### src/rtl/mem_wb_if.sv
// MEM/WB pipeline bus: MEM-stage fields entering the W register and the
// registered W-stage fields plus register-file write enables leaving it.
// master drives the MEM-stage side, slave is the W pipeline register.
interface mem_wb_if #(
    parameter int DATA_W = 64
);
    logic [2:0]        m_stat;
    logic [3:0]        m_icode;
    logic [DATA_W-1:0] m_valE;
    logic [DATA_W-1:0] memwb_readdata;
    logic              m_mem_read;
    logic [3:0]        m_dstE;
    logic [3:0]        m_dstM;
    logic              m_dmem_error;

    logic [2:0]        W_stat;
    logic [3:0]        W_icode;
    logic [DATA_W-1:0] W_valE;
    logic [DATA_W-1:0] W_valM;
    logic [3:0]        W_dstE;
    logic [3:0]        W_dstM;
    logic              rf_we_E;
    logic              rf_we_M;

    modport master (
        output m_stat, m_icode, m_valE, memwb_readdata, m_mem_read,
               m_dstE, m_dstM, m_dmem_error,
        input  W_stat, W_icode, W_valE, W_valM, W_dstE, W_dstM,
               rf_we_E, rf_we_M
    );

    modport slave (
        input  m_stat, m_icode, m_valE, memwb_readdata, m_mem_read,
               m_dstE, m_dstM, m_dmem_error,
        output W_stat, W_icode, W_valE, W_valM, W_dstE, W_dstM,
               rf_we_E, rf_we_M
    );
endinterface

### src/rtl/mem_wb_reg.sv
// MEM/WB pipeline register with halt tracking.
// Optional retired-instruction counter enabled by defining MEMWB_PERF_CNT_EN;
// without it the retired_count port and counter are not built.
//
// state  | meaning
// RUN    | W register follows stall/bubble/load controls
// HALTED | a non-AOK instruction has retired; W frozen until reset
module mem_wb_reg #(
    parameter int         DATA_W = 64,
    parameter logic [3:0] RNONE  = 4'hF
) (
    input  logic         clk,
    input  logic         reset,
    input  logic         memwb_stall,
    input  logic         memwb_bubble,
    mem_wb_if.slave      bus,
    output logic         halted
`ifdef MEMWB_PERF_CNT_EN
    ,
    output logic [63:0]  retired_count
`endif
);

    localparam logic [2:0] STAT_AOK = 3'd1;
    localparam logic [2:0] STAT_ADR = 3'd3;
    localparam logic [3:0] ICODE_NOP = 4'd1;

    typedef enum logic {RUN, HALTED} state_t;

    state_t            state_q, state_d;
    logic [2:0]        W_stat_q,  W_stat_d;
    logic [3:0]        W_icode_q, W_icode_d;
    logic [DATA_W-1:0] W_valE_q,  W_valE_d;
    logic [DATA_W-1:0] W_valM_q,  W_valM_d;
    logic [3:0]        W_dstE_q,  W_dstE_d;
    logic [3:0]        W_dstM_q,  W_dstM_d;
    logic [2:0]        ld_stat;
    logic              load_en;

    // A load that fails its data access reports ADR even if MEM said AOK.
    assign ld_stat = (bus.m_mem_read && bus.m_dmem_error) ? STAT_ADR : bus.m_stat;

    // Next-state selection: HALTED hold > stall > bubble > load.
    always_comb begin
        state_d   = state_q;
        W_stat_d  = W_stat_q;
        W_icode_d = W_icode_q;
        W_valE_d  = W_valE_q;
        W_valM_d  = W_valM_q;
        W_dstE_d  = W_dstE_q;
        W_dstM_d  = W_dstM_q;
        load_en   = 1'b0;
        if (state_q == RUN && !memwb_stall) begin
            if (memwb_bubble) begin
                W_stat_d  = STAT_AOK;
                W_icode_d = ICODE_NOP;
                W_valE_d  = '0;
                W_valM_d  = '0;
                W_dstE_d  = RNONE;
                W_dstM_d  = RNONE;
            end else begin
                load_en   = 1'b1;
                W_stat_d  = ld_stat;
                W_icode_d = bus.m_icode;
                W_valE_d  = bus.m_valE;
                W_valM_d  = bus.m_mem_read ? bus.memwb_readdata : '0;
                W_dstE_d  = bus.m_dstE;
                W_dstM_d  = bus.m_dstM;
                if (ld_stat != STAT_AOK) begin
                    state_d = HALTED;
                end
            end
        end
    end

    // State and W registers; reset overrides every other control.
    always_ff @(posedge clk) begin
        if (reset) begin
            state_q   <= RUN;
            W_stat_q  <= STAT_AOK;
            W_icode_q <= ICODE_NOP;
            W_valE_q  <= '0;
            W_valM_q  <= '0;
            W_dstE_q  <= RNONE;
            W_dstM_q  <= RNONE;
        end else begin
            state_q   <= state_d;
            W_stat_q  <= W_stat_d;
            W_icode_q <= W_icode_d;
            W_valE_q  <= W_valE_d;
            W_valM_q  <= W_valM_d;
            W_dstE_q  <= W_dstE_d;
            W_dstM_q  <= W_dstM_d;
        end
    end

`ifdef MEMWB_PERF_CNT_EN
    logic [63:0] retired_count_q, retired_count_d;

    // Count AOK loads only, saturating at all-ones.
    always_comb begin
        retired_count_d = retired_count_q;
        if (load_en && ld_stat == STAT_AOK && retired_count_q != '1) begin
            retired_count_d = retired_count_q + 64'd1;
        end
    end

    // Counter register.
    always_ff @(posedge clk) begin
        if (reset) begin
            retired_count_q <= '0;
        end else begin
            retired_count_q <= retired_count_d;
        end
    end

    assign retired_count = retired_count_q;
`endif

    assign bus.W_stat  = W_stat_q;
    assign bus.W_icode = W_icode_q;
    assign bus.W_valE  = W_valE_q;
    assign bus.W_valM  = W_valM_q;
    assign bus.W_dstE  = W_dstE_q;
    assign bus.W_dstM  = W_dstM_q;
    // Only a good instruction with a real destination may write back.
    assign bus.rf_we_E = (W_stat_q == STAT_AOK) && (W_dstE_q != RNONE);
    assign bus.rf_we_M = (W_stat_q == STAT_AOK) && (W_dstM_q != RNONE);
    assign halted      = (state_q == HALTED);

endmodule

### src/flat_wrapper.sv
// flat-port wrapper written by rule: the top's interface ports become plain ports
module mem_wb_reg_flat 
#(
    parameter int         DATA_W = 64,
    parameter logic [3:0] RNONE  = 4'hF
)
  (clk, reset, memwb_stall, memwb_bubble, halted, bus_m_stat, bus_m_icode, bus_m_valE, bus_memwb_readdata, bus_m_mem_read, bus_m_dstE, bus_m_dstM, bus_m_dmem_error, bus_W_stat, bus_W_icode, bus_W_valE, bus_W_valM, bus_W_dstE, bus_W_dstM, bus_rf_we_E, bus_rf_we_M);
  mem_wb_if #(.DATA_W(DATA_W)) bus_i ();
  input  logic clk;
  input  logic reset;
  input  logic memwb_stall;
  input  logic memwb_bubble;
  output logic halted;
  input wire logic [$bits(bus_i.m_stat)-1:0] bus_m_stat;
  input wire logic [$bits(bus_i.m_icode)-1:0] bus_m_icode;
  input wire logic [$bits(bus_i.m_valE)-1:0] bus_m_valE;
  input wire logic [$bits(bus_i.memwb_readdata)-1:0] bus_memwb_readdata;
  input wire logic [$bits(bus_i.m_mem_read)-1:0] bus_m_mem_read;
  input wire logic [$bits(bus_i.m_dstE)-1:0] bus_m_dstE;
  input wire logic [$bits(bus_i.m_dstM)-1:0] bus_m_dstM;
  input wire logic [$bits(bus_i.m_dmem_error)-1:0] bus_m_dmem_error;
  output wire logic [$bits(bus_i.W_stat)-1:0] bus_W_stat;
  output wire logic [$bits(bus_i.W_icode)-1:0] bus_W_icode;
  output wire logic [$bits(bus_i.W_valE)-1:0] bus_W_valE;
  output wire logic [$bits(bus_i.W_valM)-1:0] bus_W_valM;
  output wire logic [$bits(bus_i.W_dstE)-1:0] bus_W_dstE;
  output wire logic [$bits(bus_i.W_dstM)-1:0] bus_W_dstM;
  output wire logic [$bits(bus_i.rf_we_E)-1:0] bus_rf_we_E;
  output wire logic [$bits(bus_i.rf_we_M)-1:0] bus_rf_we_M;
  assign bus_i.m_stat = bus_m_stat;
  assign bus_i.m_icode = bus_m_icode;
  assign bus_i.m_valE = bus_m_valE;
  assign bus_i.memwb_readdata = bus_memwb_readdata;
  assign bus_i.m_mem_read = bus_m_mem_read;
  assign bus_i.m_dstE = bus_m_dstE;
  assign bus_i.m_dstM = bus_m_dstM;
  assign bus_i.m_dmem_error = bus_m_dmem_error;
  assign bus_W_stat = bus_i.W_stat;
  assign bus_W_icode = bus_i.W_icode;
  assign bus_W_valE = bus_i.W_valE;
  assign bus_W_valM = bus_i.W_valM;
  assign bus_W_dstE = bus_i.W_dstE;
  assign bus_W_dstM = bus_i.W_dstM;
  assign bus_rf_we_E = bus_i.rf_we_E;
  assign bus_rf_we_M = bus_i.rf_we_M;
  mem_wb_reg #(.DATA_W(DATA_W), .RNONE(RNONE)) u_core (.clk(clk), .reset(reset), .memwb_stall(memwb_stall), .memwb_bubble(memwb_bubble), .bus(bus_i), .halted(halted));
endmodule
### config.mk
export PLATFORM = sky130hd
export DESIGN_NAME = mem_wb_reg_flat
export DESIGN_NICKNAME = d
export VERILOG_FILES = /design/src/rtl/mem_wb_if.sv /design/src/rtl/mem_wb_reg.sv /design/src/flat_wrapper.sv
export SDC_FILE = /design/constraint.sdc
export NUM_CORES = 1
export LEC_CHECK = 0
export ABC_AREA = 0
export BUFFER_PORTS_ARGS = -buffer_cell sky130_fd_sc_hd__buf_2
export CORE_AREA = 2 2 115 117
export CTS_BUF_LIST = sky130_fd_sc_hd__clkbuf_4 sky130_fd_sc_hd__clkbuf_8
export DETAILED_ROUTE_END_ITERATION = 8
export DIE_AREA = 0 0 117 119
export GPL_ROUTABILITY_DRIVEN = 0
export GPL_TIMING_DRIVEN = 0
export PLACE_DENSITY = 0.71
export SYNTH_ARGS = -nofsm -noshare
export SYNTH_HDL_FRONTEND = slang
export SYNTH_SLANG_ARGS = --single-unit
### constraint.sdc
create_clock -name clk -period 1.85 [get_ports clk]
set_input_delay 0.0925 -clock clk [delete_from_list [all_inputs] [get_ports clk]]
set_output_delay 0.0925 -clock clk [all_outputs]
set_load 0.02 [all_outputs]
### Word-level counts from Yosys, hierarchy flattened

Cells that the tools add are included.

| storage, ports and cells | value |
|---|---|
| register bits | 144 |
| bits of input ports | 149 |
| output and inout bits | 146 |
| logic and storage cells | 27 |

| cells by class | value |
|---|---|
| eq/ne operators | 4 |
| mux-type cells | 8 |
| bitwise gates (word level) | 2 |
| reduce and logical (&&, ||, !) cells | 6 |

Operators with widths:

| operator | count |
|---|---|
| 64-bit 2-to-1 mux | 3 |
| 4-bit 2-to-1 mux | 3 |
| 4-bit != test, second input constant | 2 |
| 3-bit 2-to-1 mux | 2 |
| 1-bit logical AND | 4 |
| 3-bit by 1-bit equality test with 1-bit output, second input constant | 1 |
| 3-bit by 1-bit != test with 1-bit output, second input constant | 1 |
| 3-bit AND reduction | 1 |
| 1-bit inverter | 2 |
| 1-bit zero test | 1 |

### Logic depth before layout (Yosys ltp)

| depth | value |
|---|---|
| depth in word-level cells | 4 |
| depth in mapped cells | 6 |
| mapped depth without buffers | 3 |

### Worst setup path after synthesis

Ideal clock, no wire load.

| path | value |
|---|---|
| path type | reg2reg |
| start point | register u_core.state_q (netlist: u_core.halted) |
| end point | register u_core.W_valM_q[0] (netlist: u_core.bus.W_valM[0]) |
| library setup time | 0.060 ns |
| arrival time | 1.533 ns |
| required time | 1.790 ns |
| slack | 0.257 ns |
| stages on the path, launching flop included | 7 |
| path buffers | 3 |
| clock period less this slack | 1.593 ns |
| path through | dfxtp_1 or3_1 buf_2 nor3b_2 buf_4 buf_6 a22o_1 |

| on the way | value |
|---|---|
| word-level cells in the longest chain between the ends | 2 |

RTL lines:

| item | RTL line | text |
|---|---|---|
| start: declaration | mem_wb_reg.sv:30 | `state_t state_q, state_d;` |
| start signal: assignment | mem_wb_reg.sv:87 | `state_q <= state_d;` |
| 1-bit inverter | mem_wb_reg.sv:53 | `if (state_q == RUN && !memwb_stall) begin` |
| 1-bit logical AND | mem_wb_reg.sv:53 |  |
| end signal: assignment | mem_wb_reg.sv:91 | `W_valM_q <= W_valM_d;` |
| end: declaration | mem_wb_reg.sv:34 | `logic [DATA_W-1:0] W_valM_q, W_valM_d;` |

No other way between the ends.
A chain may end at the register's enable or synchronous reset.

### Worst setup path after layout

| path | value |
|---|---|
| start point | register u_core.state_q (netlist: u_core.halted) |
| end point | register u_core.W_valE_q[8] (netlist: u_core.bus.W_valE[8]) |

| on the way | value |
|---|---|
| word-level cells in the longest chain between the ends | 2 |

RTL lines:

| item | RTL line | text |
|---|---|---|
| 1-bit inverter | mem_wb_reg.sv:53 |  |
| 1-bit logical AND | mem_wb_reg.sv:53 |  |
| end signal: assignment | mem_wb_reg.sv:90 | `W_valE_q <= W_valE_d;` |
| end: declaration | mem_wb_reg.sv:33 | `logic [DATA_W-1:0] W_valE_q, W_valE_d;` |

No other way between the ends.

==> results.toml <==
[setup_path]
max_stage_delay_ns = 0.48
arrival_ns = 2.19
cp_slowest_cell = "dfxtp_1"
crit_top_cell = "clkbuf_1"
worstSetupEndpointType = "flop"
path_cells = "or2_2 -> clkbuf_1 -> clkbuf_1 -> a22oi_1 -> nor2_1"
crit_type = "flop to flop"
cp_num_buf_inv = 2
worst_ep_required_time_ns = 2.22
crit_path_start_kind = "flop"
cp_max_fo = 10
crit_family = "buffers and inverters"

[clock_network]
cts_made_buffers = 17
ctsRootBufferMaster = "clkbuf_8"
clock-sinks = 144
cts.clk_slew.worst_paths_ns = 0.08
h-tree-depth = 4
cts_setup_buffers = 0
cts_tree = "yes"
insertion_delay_ns = 0.44
cts_max_path_buffers = 2

[pwr]
p_switching_mw = 1.87
leakage_nw = 3.94
powerDensity_mw_per_mm2 = 829
p_comb_frac = 0.155
internal_power_mw = 4.94
p_sw_frac = 0.274
seqPwrFrac = 0.482
p_clk_frac = 0.364
ir_worst_vdd_mv = 0.484

[cells_and_area]
post-route-util = 0.637
drive_gt1_frac = 0.389
fillers = 960
nNetsFinal = 1028
layout_common_cells = "296 x buf_2, 145 x dlygate4sd3_1, 144 x dfxtp_1"
multi_input_area_mm2 = 0.00158
area_growth_pct = 76.6
register_area_mm2 = 0.00288
layout_commonest_cell = "buf_2"
insertedDiodeCount = 0

[timing]
fin_crit_sh = 0.985
setup_slack_ns = 0.0269
rsz0062_at_grt = "false"
clock_skew_ns = 0.00995
finalHoldViolations = 0
slew_viol_final = 0
finalCriticalPeriod_ns = 1.82
maxSlewHeadroom = 0.563
hold_slack_ns = 0.0812
max_freq_ghz = 0.549
finalSetupTns_ns = 0
worst_pin_slew_ns = 0.656
setup_viol = 0

[logic_synthesis]
ys_seq_area_frac = 0.621
syn_inst = 422
synth_area_mm2 = 0.00465
synthDistinctLibCells = 22
synth_nets = 571
synth_top_area_frac = 0.621
ys_ff_latch = 144
yosys_warnings = 0
synth_area_leaders = "dfxtp_1 62%, a22o_1 12%, a22oi_1 11%"
yosysTopAreaCell = "dfxtp_1"
syn_area_per_cell_um2 = 11.0

[drt]
drc_errors = 0
avgViaCountPerCell = 5.02
wirelength_mm = 18.1
ant_nets = 0
m1WireLength_mm = 6.86
post_drt_wl_per_cell_um = 17.0
vias = 5366
dr_wl_met2_mm = 9.10
wl_met3_mm = 1.55
drt_first_iter_violations = 303
top_layer = "met4"
dr.pass1.iters = 5

[grt]
grt-ovfl-total = 0
grt_max_degree = 17
grt_pass1_vias = 5559
grt_first_pass_wirelength_mm = 27.3
antenna_found_initial = 0
grt_use_total = 0.253

[place]
pre_cts_ws_ns = -0.306
io_buffers = 293
dp_hpwl_mm = 11.2

[min_path]
hold_path.class = "input port to flop"

[die]
design.core.area_mm2 = 0.0129
pin_count = 295
die_area_mm2 = 0.0139
die_w_um = 117
fp.dieH_um = 119
start_util = 0.361
rows = 42

[run_status]
outcome = "finished clean"

[flow_run]
drv_cap = 0
synthesized netlist by cell type:
library cell,count
dfxtp_1,144
nor2_1,73
a22oi_1,68
a22o_1,64
clkbuf_1,29
nand2b_1,9
o22ai_1,9
buf_6,6
buf_2,3
a21oi_1,2
a41oi_1,2
nand2_1,2
nor3_1,2
a21o_1,1
buf_4,1
nand3_1,1
nor3b_1,1
nor3b_2,1
nor4b_1,1
o21bai_1,1
or2_2,1
or3_1,1
metrics by stage:
stage	instance area (um^2)	power, mW	cells
2_1_floorplan	4650	3.75	422
3_3_place_gp	6330	4.08	891
3_5_place_dp	6330	4.11	891
4_1_cts	8190	6.82	1068
5_1_grt	8210	7.07	1068
6_report	8210	6.80	1068
tightest hold or removal path, cell delays in order:
cell,delay (ns)
buf_2,0.10
a21o_1,0.14
a22oi_1,0.07
nor2_1,0.08
path summary, 6_finish.rpt:
path | from | to | slack [ns] | cells past startpoint
worst max-delay path | u_core.halted$_SDFFE_PP0P_ | u_core.bus.W_valE[8]$_SDFFE_PP0P_ | 0.03 | 5
worst min-delay path | bus_m_mem_read | u_core.bus.W_stat[1]$_SDFFE_PP0P_ | 0.08 | 4
worst max register to register | u_core.halted$_SDFFE_PP0P_ | u_core.bus.W_valE[8]$_SDFFE_PP0P_ | 0.03 | 5
worst min register to register | u_core.bus.W_valM[43]$_SDFFE_PP0P_ | u_core.bus.W_valM[43]$_SDFFE_PP0P_ | 0.48 | 1
flip-flops by register name, indices dropped and copies added, names as in the netlist:
name,cells
u_core.bus.W_valE,64
u_core.bus.W_valM,64
u_core.bus.W_dstE,4
u_core.bus.W_dstM,4
u_core.bus.W_icode,4
u_core.bus.W_stat,3
u_core.halted,1
layout make-up:
class / instances / area share
multi-input cells: 239 / 0.193
flip-flops and latches: 144 / 0.351
well taps: 176 / 0.0268
clock buffers: 17 / 0.0285
plain buffers: 39 / 0.0255
repair buffers: 438 / 0.356
clock inverters: 15 / 0.0195
kinds of logic (layout without fill, tap and decap cells):
logic type             Yosys count  count (layout)  share of synthesized area
AO/OA/AOI/OAI                  147             147                      0.252
flip-flops                     144             144                      0.621
AND/OR/NAND/NOR                 92              92                     0.0848
buffers and inverters           39             509                     0.0428
per-layer routing:
| layer | track usage | up-vias |
|---|---|---|
| met4 | 0.124 | 0 |
| met5 | 0 | - |
| li1 | - | 2477 |
| met1 | 0.268 | 2523 |
| met2 | 0.443 | 312 |
| met3 | 0.0860 | 54 |
power groups by stage:
stage          clock network [mW]  registers, mW  logic (mW)
5_1_grt                      2.66           3.29        1.13
2_1_floorplan                   0           3.47       0.277
3_3_place_gp                    0           3.33       0.751
3_5_place_dp                    0           3.34       0.772
4_1_cts                      2.53           3.27        1.02
6_report                     2.47           3.28        1.05
timing repair:
item / 4_1_cts / 5_1_grt
gates resized for setup: 3 / 17
hold buffers: 145 / 0
endpoints found under the hold margin: 143 / 0
setup endpoints to repair: 86 / 56
(Power assumes the default switching activity.)
